### src/rtl/muldiv_pkg.sv
// Shared definitions for the iterative RV32M multiply/divide unit:
// funct3 operation codes, FSM state encoding and operand-signedness decode.
package muldiv_pkg;

  localparam logic [2:0] OP_MUL    = 3'd0;
  localparam logic [2:0] OP_MULH   = 3'd1;
  localparam logic [2:0] OP_MULHSU = 3'd2;
  localparam logic [2:0] OP_MULHU  = 3'd3;
  localparam logic [2:0] OP_DIV    = 3'd4;
  localparam logic [2:0] OP_DIVU   = 3'd5;
  localparam logic [2:0] OP_REM    = 3'd6;
  localparam logic [2:0] OP_REMU   = 3'd7;

  typedef enum logic [1:0] {
    IDLE   = 2'd0,
    CALC   = 2'd1,
    ADJUST = 2'd2,
    DONE   = 2'd3
  } state_t;

  // rs1 is treated as two's complement
  function automatic logic is_signed_a(input logic [2:0] op);
    return (op == OP_MULH) || (op == OP_MULHSU) || (op == OP_DIV) || (op == OP_REM);
  endfunction

  // rs2 is treated as two's complement
  function automatic logic is_signed_b(input logic [2:0] op);
    return (op == OP_MULH) || (op == OP_DIV) || (op == OP_REM);
  endfunction

  // upper half of funct3 space is the divide family
  function automatic logic is_div(input logic [2:0] op);
    return op[2];
  endfunction

endpackage

### src/rtl/muldiv_if.sv
// Execute-stage handshake between the pipeline and the multiply/divide unit.
interface muldiv_if #(
  parameter int XLEN = 32
);
  logic            start;
  logic            kill;
  logic [2:0]      op;
  logic [XLEN-1:0] operandA;
  logic [XLEN-1:0] operandB;
  logic            busy;
  logic            done;
  logic [XLEN-1:0] result;

  modport master (
    output start, kill, op, operandA, operandB,
    input  busy, done, result
  );

  modport slave (
    input  start, kill, op, operandA, operandB,
    output busy, done, result
  );
endinterface

### src/rtl/muldiv_step.sv
// One radix-2 iteration, purely combinational.
// Multiply: {hi,lo} holds partial product / remaining multiplier; add the
// multiplicand into hi when lo[0] is set, then shift the pair right.
// Divide: hi is the partial remainder, lo shifts the dividend out of its MSB
// while quotient bits shift in at the LSB (restoring trial subtract).
module muldiv_step #(
  parameter int XLEN = 32
) (
  input  logic            i_is_div,
  input  logic [XLEN-1:0] i_hi,
  input  logic [XLEN-1:0] i_lo,
  input  logic [XLEN-1:0] i_opnd,
  output logic [XLEN-1:0] o_hi,
  output logic [XLEN-1:0] o_lo
);
  logic [XLEN:0]   w_sum;
  logic [XLEN:0]   w_shift;
  logic [XLEN-1:0] w_diff;

  // add-shift or trial-subtract, selected by operation family
  always_comb begin
    w_sum   = {1'b0, i_hi} + (i_lo[0] ? {1'b0, i_opnd} : '0);
    w_shift = {i_hi, i_lo[XLEN-1]};
    // when the trial succeeds the difference is below the divisor, so XLEN bits suffice
    w_diff  = w_shift[XLEN-1:0] - i_opnd;
    if (i_is_div) begin
      if (w_shift >= {1'b0, i_opnd}) begin
        o_hi = w_diff;
        o_lo = {i_lo[XLEN-2:0], 1'b1};
      end else begin
        o_hi = w_shift[XLEN-1:0];
        o_lo = {i_lo[XLEN-2:0], 1'b0};
      end
    end else begin
      o_hi = w_sum[XLEN:1];
      o_lo = {w_sum[0], i_lo[XLEN-1:1]};
    end
  end
endmodule

### src/rtl/muldiv_unit.sv
// Iterative multiply/divide unit. Operands are converted to magnitudes at
// start, UNROLL radix-2 steps run per CALC cycle, and the sign is restored in
// ADJUST. Divide-by-zero and signed overflow bypass CALC entirely.
//
//  state  | meaning
//  IDLE   | waiting for start
//  CALC   | iterating on magnitudes, count down to 1
//  ADJUST | sign correction, result select and register
//  DONE   | one-cycle done pulse
module muldiv_unit
  import muldiv_pkg::*;
#(
  parameter int XLEN   = 32,
  parameter int UNROLL = 1
) (
  input logic      clk,
  input logic      rst,
  muldiv_if.slave  bus
);
  localparam int STEPS = XLEN / UNROLL;
  localparam int CW    = $clog2(STEPS + 1);
  localparam logic [XLEN-1:0] MIN_VAL = {1'b1, {(XLEN-1){1'b0}}};

  state_t          r_state, w_state_nxt;
  logic [2:0]      r_op;
  logic            r_neg_a, r_neg_b;
  logic [XLEN-1:0] r_hi, r_lo, r_opnd, r_result;
  logic [CW-1:0]   r_count;

  logic            w_sa, w_sb, w_div_zero, w_ovf, w_special, w_accept;
  logic [XLEN-1:0] w_abs_a, w_abs_b, w_special_res, w_adj_res;
  logic [XLEN-1:0] w_quo, w_rem;
  logic [2*XLEN-1:0] w_prod;
  logic [XLEN-1:0] w_hi_chain [UNROLL+1];
  logic [XLEN-1:0] w_lo_chain [UNROLL+1];

  // operand decode at acceptance, including the shortcut divide cases
  always_comb begin
    w_sa       = is_signed_a(bus.op) & bus.operandA[XLEN-1];
    w_sb       = is_signed_b(bus.op) & bus.operandB[XLEN-1];
    w_abs_a    = w_sa ? -bus.operandA : bus.operandA;
    w_abs_b    = w_sb ? -bus.operandB : bus.operandB;
    w_div_zero = is_div(bus.op) && (bus.operandB == '0);
    w_ovf      = ((bus.op == OP_DIV) || (bus.op == OP_REM)) &&
                 (bus.operandA == MIN_VAL) && (bus.operandB == '1);
    w_special  = w_div_zero || w_ovf;
    if (w_div_zero) w_special_res = bus.op[1] ? bus.operandA : '1;
    else            w_special_res = bus.op[1] ? '0 : MIN_VAL;
    w_accept   = (r_state == IDLE) && bus.start && !bus.kill;
  end

  assign w_hi_chain[0] = r_hi;
  assign w_lo_chain[0] = r_lo;

  for (genvar g = 0; g < UNROLL; g++) begin : g_step
    muldiv_step #(.XLEN(XLEN)) u_step (
      .i_is_div (is_div(r_op)),
      .i_hi     (w_hi_chain[g]),
      .i_lo     (w_lo_chain[g]),
      .i_opnd   (r_opnd),
      .o_hi     (w_hi_chain[g+1]),
      .o_lo     (w_lo_chain[g+1])
    );
  end

  // sign restoration and result selection
  always_comb begin
    w_prod = (r_neg_a ^ r_neg_b) ? -{r_hi, r_lo} : {r_hi, r_lo};
    w_quo  = (r_neg_a ^ r_neg_b) ? -r_lo : r_lo;
    w_rem  = r_neg_a ? -r_hi : r_hi;
    case (r_op)
      OP_MUL:                       w_adj_res = w_prod[XLEN-1:0];
      OP_MULH, OP_MULHSU, OP_MULHU: w_adj_res = w_prod[2*XLEN-1:XLEN];
      OP_DIV, OP_DIVU:              w_adj_res = w_quo;
      default:                      w_adj_res = w_rem;
    endcase
  end

  // state register
  always_ff @(posedge clk or posedge rst) begin
    if (rst) r_state <= IDLE;
    else     r_state <= w_state_nxt;
  end

  // next-state logic; kill aborts any in-flight computation
  always_comb begin
    w_state_nxt = r_state;
    case (r_state)
      IDLE:    if (w_accept) w_state_nxt = w_special ? DONE : CALC;
      CALC:    if (bus.kill) w_state_nxt = IDLE;
               else if (r_count == CW'(1)) w_state_nxt = ADJUST;
      ADJUST:  w_state_nxt = bus.kill ? IDLE : DONE;
      DONE:    w_state_nxt = IDLE;
      default: w_state_nxt = IDLE;
    endcase
  end

  // datapath: load magnitudes on accept, iterate in CALC, capture result
  always_ff @(posedge clk or posedge rst) begin
    if (rst) begin
      r_op     <= '0;
      r_neg_a  <= 1'b0;
      r_neg_b  <= 1'b0;
      r_hi     <= '0;
      r_lo     <= '0;
      r_opnd   <= '0;
      r_count  <= '0;
      r_result <= '0;
    end else begin
      if (w_accept) begin
        r_op    <= bus.op;
        r_neg_a <= w_sa;
        r_neg_b <= w_sb;
        r_hi    <= '0;
        r_count <= CW'(STEPS);
        r_lo    <= is_div(bus.op) ? w_abs_a : w_abs_b;
        r_opnd  <= is_div(bus.op) ? w_abs_b : w_abs_a;
        if (w_special) r_result <= w_special_res;
      end else if (r_state == CALC) begin
        r_hi    <= w_hi_chain[UNROLL];
        r_lo    <= w_lo_chain[UNROLL];
        r_count <= r_count - CW'(1);
      end
      if ((r_state == ADJUST) && !bus.kill) r_result <= w_adj_res;
    end
  end

  assign bus.busy   = (r_state != IDLE);
  assign bus.done   = (r_state == DONE);
  assign bus.result = r_result;
endmodule

### src/flat_wrapper.sv
// flat-port wrapper written by rule: the top's interface ports become plain ports
module muldiv_unit_flat import muldiv_pkg::*;
#(
  parameter int XLEN   = 32,
  parameter int UNROLL = 1
)
  (clk, rst, bus_start, bus_kill, bus_op, bus_operandA, bus_operandB, bus_busy, bus_done, bus_result);
  muldiv_if #(.XLEN(XLEN)) bus_i ();
  input logic clk;
  input logic rst;
  input wire logic [$bits(bus_i.start)-1:0] bus_start;
  input wire logic [$bits(bus_i.kill)-1:0] bus_kill;
  input wire logic [$bits(bus_i.op)-1:0] bus_op;
  input wire logic [$bits(bus_i.operandA)-1:0] bus_operandA;
  input wire logic [$bits(bus_i.operandB)-1:0] bus_operandB;
  output wire logic [$bits(bus_i.busy)-1:0] bus_busy;
  output wire logic [$bits(bus_i.done)-1:0] bus_done;
  output wire logic [$bits(bus_i.result)-1:0] bus_result;
  assign bus_i.start = bus_start;
  assign bus_i.kill = bus_kill;
  assign bus_i.op = bus_op;
  assign bus_i.operandA = bus_operandA;
  assign bus_i.operandB = bus_operandB;
  assign bus_busy = bus_i.busy;
  assign bus_done = bus_i.done;
  assign bus_result = bus_i.result;
  muldiv_unit #(.XLEN(XLEN), .UNROLL(UNROLL)) u_core (.clk(clk), .rst(rst), .bus(bus_i));
endmodule
### config.mk
export PLATFORM = sky130hd
export DESIGN_NAME = muldiv_unit_flat
export DESIGN_NICKNAME = d
export VERILOG_FILES = /design/src/rtl/muldiv_pkg.sv /design/src/rtl/muldiv_if.sv /design/src/rtl/muldiv_step.sv /design/src/rtl/muldiv_unit.sv /design/src/flat_wrapper.sv
export SDC_FILE = /design/constraint.sdc
export NUM_CORES = 1
export LEC_CHECK = 0
export ABC_AREA = 0
export CORE_MARGIN = 1
export CORE_UTILIZATION = 30
export DETAILED_ROUTE_END_ITERATION = 10
export PLACE_DENSITY_LB_ADDON = 0.2
export SYNTH_ARGS = -nofsm -noshare
export SYNTH_HDL_FRONTEND = slang
export SYNTH_SLANG_ARGS = --single-unit
export TNS_END_PERCENT = 10
### constraint.sdc
create_clock -name clk -period 4.97 [get_ports clk]
set_clock_uncertainty 0.05 [all_clocks]
set_input_delay 0.497 -clock clk [delete_from_list [all_inputs] [get_ports clk]]
set_output_delay 0.497 -clock clk [all_outputs]
set_load 0.01 [all_outputs]
# Word-level counts from Yosys, hierarchy flattened
# Cells that the tools add are included.
[word_totals]
ff_bits = 141
inputBits = 71
output_inout_bits = 34
[classes]
add_sub_neg = 8
n_lt_le_gt_ge = 1
n_eq_ne = 17
muxes = 31
bitwise_logic = 3
reduce_logical = 25
[op_table]
columns = ["cell", "count"]
rows = [
  ["$mux W32", 20],
  ["$neg A32 Y32", 4],
  ["$pmux W32 S3", 1],
  ["$eq A32 B32 Y1 const B", 2],
  ["$mux W64", 1],
  ["$neg A64 Y64", 1],
  ["$add A32 B33 Y33", 1],
  ["$ge A33 B32 Y1", 1],
  ["$logic_not A32 Y1", 1],
  ["$sub A32 B32 Y32", 1],
  ["$eq A3 B3 Y1 const B", 4],
  ["$mux W6", 2],
  ["$mux W2", 5],
  ["$eq A3 B2 Y1 const B", 3],
  ["$pmux W2 S4", 1],
  ["$reduce_bool A2 Y1", 4],
  ["$logic_or A1 B1 Y1", 7],
  ["$eq A3 B1 Y1 const B", 2],
  ["$eq A6 B1 Y1 const B", 1],
  ["$logic_and A1 B1 Y1", 6],
  ["$sub A6 B1 Y6 const B", 1],
  ["$eq A2 B2 Y1 const B", 2],
  ["$reduce_and A2 Y1", 2],
  ["$logic_not A3 Y1", 1],
  ["10 further kinds", 11],
]

# Longest topological paths before layout
# Gate-level depths: netlist of the first run.
[logic_depth]
word_depth = 8
depth_mapped = 14

# Modules after synthesis
# Synthesis of the first run repeated with hierarchy kept, for this count alone.
[hier_totals]
hier_cells = 2049
hier_area_um2 = 15260.9
[by_module_without_submodules]
columns = ["module", "instances", "cells_each", "area_per_inst_um2", "seq_area_each_um2"]
rows = [
  ["muldiv_unit", 1, 1374, 10647.7, 3528.4],
  ["muldiv_step", 1, 675, 4613.2, 0.0],
]

# Worst setup path after synthesis of the first run
# No wires, ideal clock.
[synth_timing]
kind = "register to register"
startpoint = "register u_core.r_lo[0]"
endpoint = "register u_core.r_hi[30]"
setup_ns = 0.131
arrival_ns = 3.349
required_time_ns = 4.789
slack_ns = 1.439
stages_incl_launch_ff = 14
path_buffers = 1
period_less_slack_ns = 3.531
path_cell_list = "dfrtp_1 > inv_1 > clkbuf_1 > nor2_1 > ha_1 > a211oi_1 > o211ai_1 > a221oi_1 > o21ai_0 > a2111oi_0 > nor3_1 > xnor2_1 > o21ai_0 > or3_1"
[synth_between]
elab_chain_cells = 5
[synth_rtl]
columns = ["element", "line_no", "rtl"]
rows = [
  ["start: declaration", "muldiv_unit.sv:27", "logic [XLEN-1:0] r_hi, r_lo, r_opnd, r_result;"],
  ["start signal: assignment", "muldiv_unit.sv:116", "r_lo <= is_div(bus.op) ? w_abs_a : w_abs_b;"],
  ["start signal: assignment", "muldiv_unit.sv:121", "r_lo <= w_lo_chain[UNROLL];"],
  ["$mux W32", "muldiv_step.sv:22", "w_sum = {1'b0, i_hi} + (i_lo[0] ? {1'b0, i_opnd} : '0);"],
  ["$add A32 B33 Y33", "muldiv_step.sv:22", ""],
  ["$mux W32", "muldiv_step.sv:26", "if (i_is_div) begin"],
  ["$mux W32", "muldiv_unit.sv:119", "end else if (r_state == CALC) begin"],
  ["$mux W32", "muldiv_unit.sv:110", "if (w_accept) begin"],
  ["end signal: assignment", "muldiv_unit.sv:120", "r_hi <= w_hi_chain[UNROLL];"],
  ["end: declaration", "muldiv_unit.sv:27", ""],
]
# Every way passes these cells. The select of a mux whose other input is x is not followed.
# A chain may end at the register's enable or synchronous reset.

# Worst setup path after layout of the first run
[layout_timing]
startpoint = "register u_core.r_hi[2]"
endpoint = "register u_core.r_hi[0]"
[layout_between]
elab_chain_cells = 5
[layout_rtl]
columns = ["element", "line_no", "rtl"]
rows = [
  ["$ge A33 B32 Y1", "muldiv_step.sv:27", "if (w_shift >= {1'b0, i_opnd}) begin"],
  ["$mux W32", "muldiv_step.sv:27", ""],
  ["$mux W32", "muldiv_step.sv:26", ""],
  ["$mux W32", "muldiv_unit.sv:119", ""],
  ["$mux W32", "muldiv_unit.sv:110", ""],
]
# Every way passes these cells. The select of a mux whose other input is x is not followed.

==> results of run 1 <==
==> sequential cells by signal, summed over array words and instances, names as in the netlist <==
| name | cells |
|---|---|
| u_core.bus.result | 32 |
| u_core.r_hi | 32 |
| u_core.r_lo | 32 |
| u_core.r_opnd | 32 |
| u_core.r_count | 6 |
| u_core.r_op | 3 |
| u_core.r_state | 2 |
| u_core.r_neg_a | 1 |
| u_core.r_neg_b | 1 |
==> worst min path at each step <==
stage                                startpoint               endpoint  slack (ps)
final                         u_core.r_opnd[24]      u_core.r_opnd[24]         430
after floorplan               u_core.r_opnd[22]      u_core.r_opnd[22]         400
after global routing      u_core.bus.result[12]  u_core.bus.result[12]         460
after detailed placement      u_core.r_opnd[24]      u_core.r_opnd[24]         420
after global placement        u_core.r_opnd[10]      u_core.r_opnd[10]         420
after CTS                     u_core.r_opnd[24]      u_core.r_opnd[24]         430
==> worst max-delay path: cells and delay by family, from the launching register on <==
kind                       cells  cell delay [ps]
AOI/OAI and AO/OA              6             1320
buffers and inverters          2              600
and+or+nand+nor                2              670
DFF                            1              650
muxes                          1              390
adders and majority gates      1              350
==> cells in the final DEF, fill, tap and decap left out, drive strengths merged, types with 55 or more instances in the layout <==
cell / count
mux2i: 60
dfrtp: 141
clkdlybuf4s50: 103
nand2: 198
nor2: 177
xnor2: 111
nand3: 55
inv: 70
ha: 71
o21ai: 187
xor2: 86
a21oi: 151
==> cell type report <==
type | instances | area share
multi-input cells | 1589 | 0.6133
clock buffers | 20 | 0.02610
clock inverters | 12 | 0.008376
well taps | 615 | 0.04599
flip-flops and latches | 141 | 0.2110
inverters | 68 | 0.01555
repair buffers | 142 | 0.07972
==> metal layers <==
layer	up-vias	GRT usage
met3	74	0.04492
met1	7426	0.3354
li1	7118	-
met2	575	0.3850
met5	-	0
met4	0	0.08423
==> cell usage after synthesis (23+ instances only) <==
library cell	count	area, um2
inv_1	67	251.5
a21oi_1	151	755.7
mux2i_1	60	600.6
xor2_1	86	753.2
dfrtp_1	141	3528
ha_1	71	888.4
clkbuf_1	113	424.2
nand3_1	55	275.3
nand4_1	25	156.4
o221ai_1	34	297.8
a21o_1	25	187.7
a31oi_1	23	143.9
xnor2_1	111	972.2
nor2_1	177	664.4
o21ai_0	185	925.9
nand2_1	197	739.5
o31ai_1	24	180.2
a22oi_1	34	255.2
o211ai_1	28	210.2
nor3_1	44	220.2
==> cell families (layout without fill, tap and decap cells) <==
| group | count (synthesis) | count (layout) | synth area share |
|---|---|---|---|
| buf+inv | 205 | 242 | 0.05434 |
| fa+ha+maj | 73 | 73 | 0.06389 |
| simple gates | 636 | 636 | 0.2074 |
| compound gates | 620 | 620 | 0.2692 |
| mux | 63 | 63 | 0.04366 |
| flops | 141 | 141 | 0.2428 |
| xor+xnor | 197 | 197 | 0.1187 |
==> report_power, final <==
part | switching [mW] | total [mW] | internal [mW]
clock network | 0.591 | 1.33 | 0.744
logic | 3.33 | 5.54 | 2.21
registers | 0.686 | 2.16 | 1.47
total | 4.61 | 9.03 | 4.42
==> out/metrics.yaml, run 1 <==
worst_hold_path:
  hold_depth: 2
  hold_path_class: "reg2reg"
final_layout:
  fin_nets: 2103
  num-fill-cells: 5081
  regArea_mm2: 0.003530
  multi_input_area_mm2: 0.01026
  fin_area_mm2: 0.01673
  finalCoreUtilization: 0.3504
  syn2layout_area_growth_pct: 15.15
  final_cells: 2587
  drive_above_1_share: 0.05274
  diodes: 0
cts:
  cts_buffer_depth: 2
  postCtsSetupBuffers: 0
  path_clk_slew_ps: 70
  cts_buffers: 17
  clock_sinks: 141
  htreeDepth: 4
  cts_resized: 0
  clk_latency_ps: 480
  cts_root_buffer: "clkbuf_16"
  postCtsHoldBufs: 0
  cts_tree: "built"
timing:
  relSlewSlack: 0.1924
  grt_setup_unrepaired: "false"
  finalSetupViolCount: 0
  whs_ps: 426.2
  max_freq_mhz: 240.6
  finalMaxSlewViolations: 0
  fin_crit_ps: 4156
  worst_slew_pin_slew_ps: 1204
  finalSetupTns_ps: 0
  hold_viol_final: 0
  fin_ws_ps: 814.5
  final.period_utilization: 0.8361
detailed_routing:
  vias: 15190
  wl_met1_mm: 27.68
  drt-pass1-iter-count: 6
  wl_met3_mm: 4.247
  ant_nets: 0
  wl_mm: 61.19
  route.detailed.drc: 0
  met2_length_mm: 27.50
  first_iter_violations: 1600
  vias_per_cell: 5.873
  highest_layer: "met4"
  routedWlPerCell_um: 23.65
floorplanning:
  start_util: 0.3043
  coreArea_mm2: 0.04775
  ios: 105
  num_rows: 80
  die_w_um: 222.1
  dieArea_mm2: 0.04932
  dieHeight_um: 222.1
global_routing:
  grt_max_degree: 97
  grt_first_pass_wirelength_mm: 91.77
  antenna_found_initial: 1
  grt_pass1_vias: 14390
  overflow: 0
  grt_usage: 0.2451
critical_path:
  cp_slowest_cell: "dfrtp_1"
  worst-path-max-fanout: 23
  crit_chain: "ha_1 -> nand2_1 -> a211o_1 -> a311oi_1 -> buf_4 -> nor3_1 -> o31a_1 -> o221ai_1 -> a41oi_4 -> buf_4 -> mux2_2 -> o221ai_1"
  criticalPathCategory: "reg2reg"
  crit_path_end_kind: "flip-flop"
  worstPathRequired_ps: 5300
  crit_end: "u_core.r_hi[0]"
  worstPathArrival_ps: 4480
  crit_path_max_incr_delay_ps: 650
  cp-start-kind: "flip-flop"
  reg2reg_to: "u_core.r_hi[0]"
  r2r_cells: 12
  critPathLaunch: "u_core.r_hi[2]"
  reg2reg_from: "u_core.r_hi[2]"
  r2r_slack_ps: 810
synth:
  synthFlopType: "dfrtp_1"
  synth_area_mm2: 0.01453
  synth.distinct_cells: 74
  synth_edf_count: 0
  syn_inst: 1935
  yosysWarnings: 0
  syn_nets: 2079
  syn_area_per_cell_um2: 7.509
  async_flop_share: 1.000
  ys_ff_latch: 141
  ys_seq_area_frac: 0.2428
placement:
  port_buffers: 104
  placed_cells: 2555
  place_area_mm2: 0.01615
  hpwl_mm: 47.44
  routabilityCongestion: 0.9611
  pre_cts_ws_ps: 605.2
power_and_ir_drop:
  finalPower_mw: 9.028
  vdd_drop_max_uv: 290.7
  power.density_mw_per_mm2: 539.6
  leakagePower_nw: 6.720
status:
  outcome: "finished, final reports clean"
flow_run:
  drv_cap: 0
Power figures use the tool's default switching activity.
==> run 2: changes to the inputs <==
==> constraint.sdc (replaced) <==
create_clock -name clk -period 3.7 [get_ports clk]
set_clock_uncertainty 0.05 [all_clocks]
set_input_delay 0.37 -clock clk [delete_from_list [all_inputs] [get_ports clk]]
set_output_delay 0.37 -clock clk [all_outputs]
set_load 0.01 [all_outputs]
==> run 2 against run 1 <==
Routed wire length grew 2.6%. Hold slack got worse by 150 ps. Sequential power is 21% higher. Sequential share of layout area down 1.3 points. Non-clock buffer count grew 129. Clock power is 41% higher.
==> out/metrics.yaml, run 2 (synthesized netlist as in run 1, its figures left out) <==
status:
  outcome: "finished, final reports clean"
flow_run:
  drv_cap: 0
power_and_ir_drop:
  pwr-share-clk: 0.146
  power.internal_mw: 6.518
  power_frac_comb: 0.652
  switching_share: 0.4946
  switching_power_mw: 6.379
  leakagePower_nw: 7.391
  power.density_mw_per_mm2: 724.9
  finalPower_mw: 12.90
  seqPwrFrac: 0.203
  vdd_drop_max_uv: 442.9
cts:
  postCtsSetupBuffers: 0
  htreeDepth: 4
  clk_latency_ps: 460
  cts_buffers: 17
  path_clk_slew_ps: 70
  clock_sinks: 141
  cts_buffer_depth: 2
  cts_tree: "built"
  cts_root_buffer: "clkbuf_16"
floorplanning:
  dieArea_mm2: 0.04932
  ios: 105
  coreArea_mm2: 0.04775
  die_w_um: 222.1
  num_rows: 80
  dieHeight_um: 222.1
  start_util: 0.3043
global_routing:
  grt_pass1_vias: 14840
  antenna_found_initial: 1
  grt_usage: 0.2508
  overflow: 0
  grt_max_degree: 89
  grt_first_pass_wirelength_mm: 93.39
final_layout:
  diodes: 0
  drive_above_1_share: 0.1142
  num-fill-cells: 4969
  fin_nets: 2232
  syn2layout_area_growth_pct: 22.44
  finalCoreUtilization: 0.3726
  final_common_cell: "nand2_1"
  final_cells: 2716
  mostFrequentLayoutCells: "nand2_1 (197), o21ai_0 (184), nor2_1 (176)"
detailed_routing:
  route.detailed.drc: 0
  routedWlPerCell_um: 23.11
  first_iter_violations: 1534
  vias: 15690
  vias_per_cell: 5.777
  drt-pass1-iter-count: 6
  wl_mm: 62.76
  ant_nets: 0
critical_path:
  cp-start-kind: "flip-flop"
  crit_path_max_incr_delay_ps: 370
  worstPathRequired_ps: 3960
  crit_path_end_kind: "flip-flop"
  crit_chain: "inv_1 -> ha_1 -> nand2_1 -> a211o_1 -> a311oi_1 -> buf_4 -> nor3_2 -> o31a_1 -> o221ai_2 -> a41oi_4 -> buf_4 -> a31oi_1 -> o21ai_0"
  path_common_cell: "buf_4"
  cp_slowest_cell: "o31a_1"
  criticalPathCategory: "reg2reg"
  worstPathArrival_ps: 3820
  worst-path-max-fanout: 15
timing:
  max_freq_mhz: 280.7
  hold_viol_final: 0
  fin_crit_ps: 3562
  finalSetupTns_ps: 0
  relSlewSlack: 0.3228
  worst_slew_pin_slew_ps: 1016
  whs_ps: 280.4
  finalMaxSlewViolations: 0
  finalSetupViolCount: 0
  final.period_utilization: 0.9628
placement:
  routabilityCongestion: 0.9066
  port_buffers: 104
  hpwl_mm: 50.03
  placed_cells: 2684
worst_hold_path:
  hold_path_class: "in2async"
[run 2: changes by cell type in the layout (fill, tap and decap cells not counted), sizes merged]
cell and change:
clkinvlp +1, bufinv +1, buf +129, clkinv -3, inv +4, clkbuf -3
[run 2: final timing paths]
check / startpoint / to / slack (ps) / cells past startpoint
min in group clk: u_core.r_opnd[10] / u_core.r_opnd[10] / 430 / 2
min: rst / u_core.r_lo[22] / 280 / 2
min reg2reg: u_core.r_opnd[10] / u_core.r_opnd[10] / 430 / 2
max in group asynchronous: rst / u_core.r_opnd[7] / 2540 / 3
max: u_core.r_opnd[4] / u_core.r_hi[28] / 140 / 13
max reg2reg: u_core.r_opnd[4] / u_core.r_hi[28] / 140 / 13
[run 2: area by class of cell]
type	count	area [um2]	area share
well taps	615	769.5	0.04325
clock inverters	15	181.4	0.01020
inverters	68	259.0	0.01456
multi-input cells	1589	10280	0.5780
repair buffers	271	2344	0.1317
flip-flops and latches	141	3530	0.1984
clock buffers	17	425.4	0.02391
[run 2: metal layers]
| metal | GRT usage | share of wire |
|---|---|---|
| met4 | 0.07841 | 0.024 |
| met2 | 0.3840 | 0.44 |
| met1 | 0.3532 | 0.47 |
| met5 | 0 | 0 |
| met3 | 0.04731 | 0.066 |
[run 2: per-stage QoR]
step	setup slack [ps]	area (um2)
5_1_grt	-4.191	17790
3_3_place_gp	-1.289	17160
6_report	137.5	17790
4_1_cts	10.18	17770
3_5_place_dp	-17.10	17160
2_1_floorplan	169.5	14530
[run 2: worst max-delay path: cells and delay by family, from the launching register on]
family | cells | cell delay [ps]
flops | 1 | 360
simple gates | 2 | 190
fa+ha+maj | 1 | 340
buf+inv | 3 | 500
compound gates | 7 | 1960
[run 2: what timing repair did]
action,CTS,global route
hold buffers,0,0
setup endpoints to repair,0,30
resized for setup,0,7
[run 2: power groups by stage]
stage	logic (mW)	registers (mW)	clock network, mW
final	8.41	2.61	1.88
after global routing	9.13	2.67	1.96
after CTS	8.25	2.60	1.90
after detailed placement	8.21	2.62	0
after global placement	8.20	2.62	0
after floorplan	5.49	2.38	0
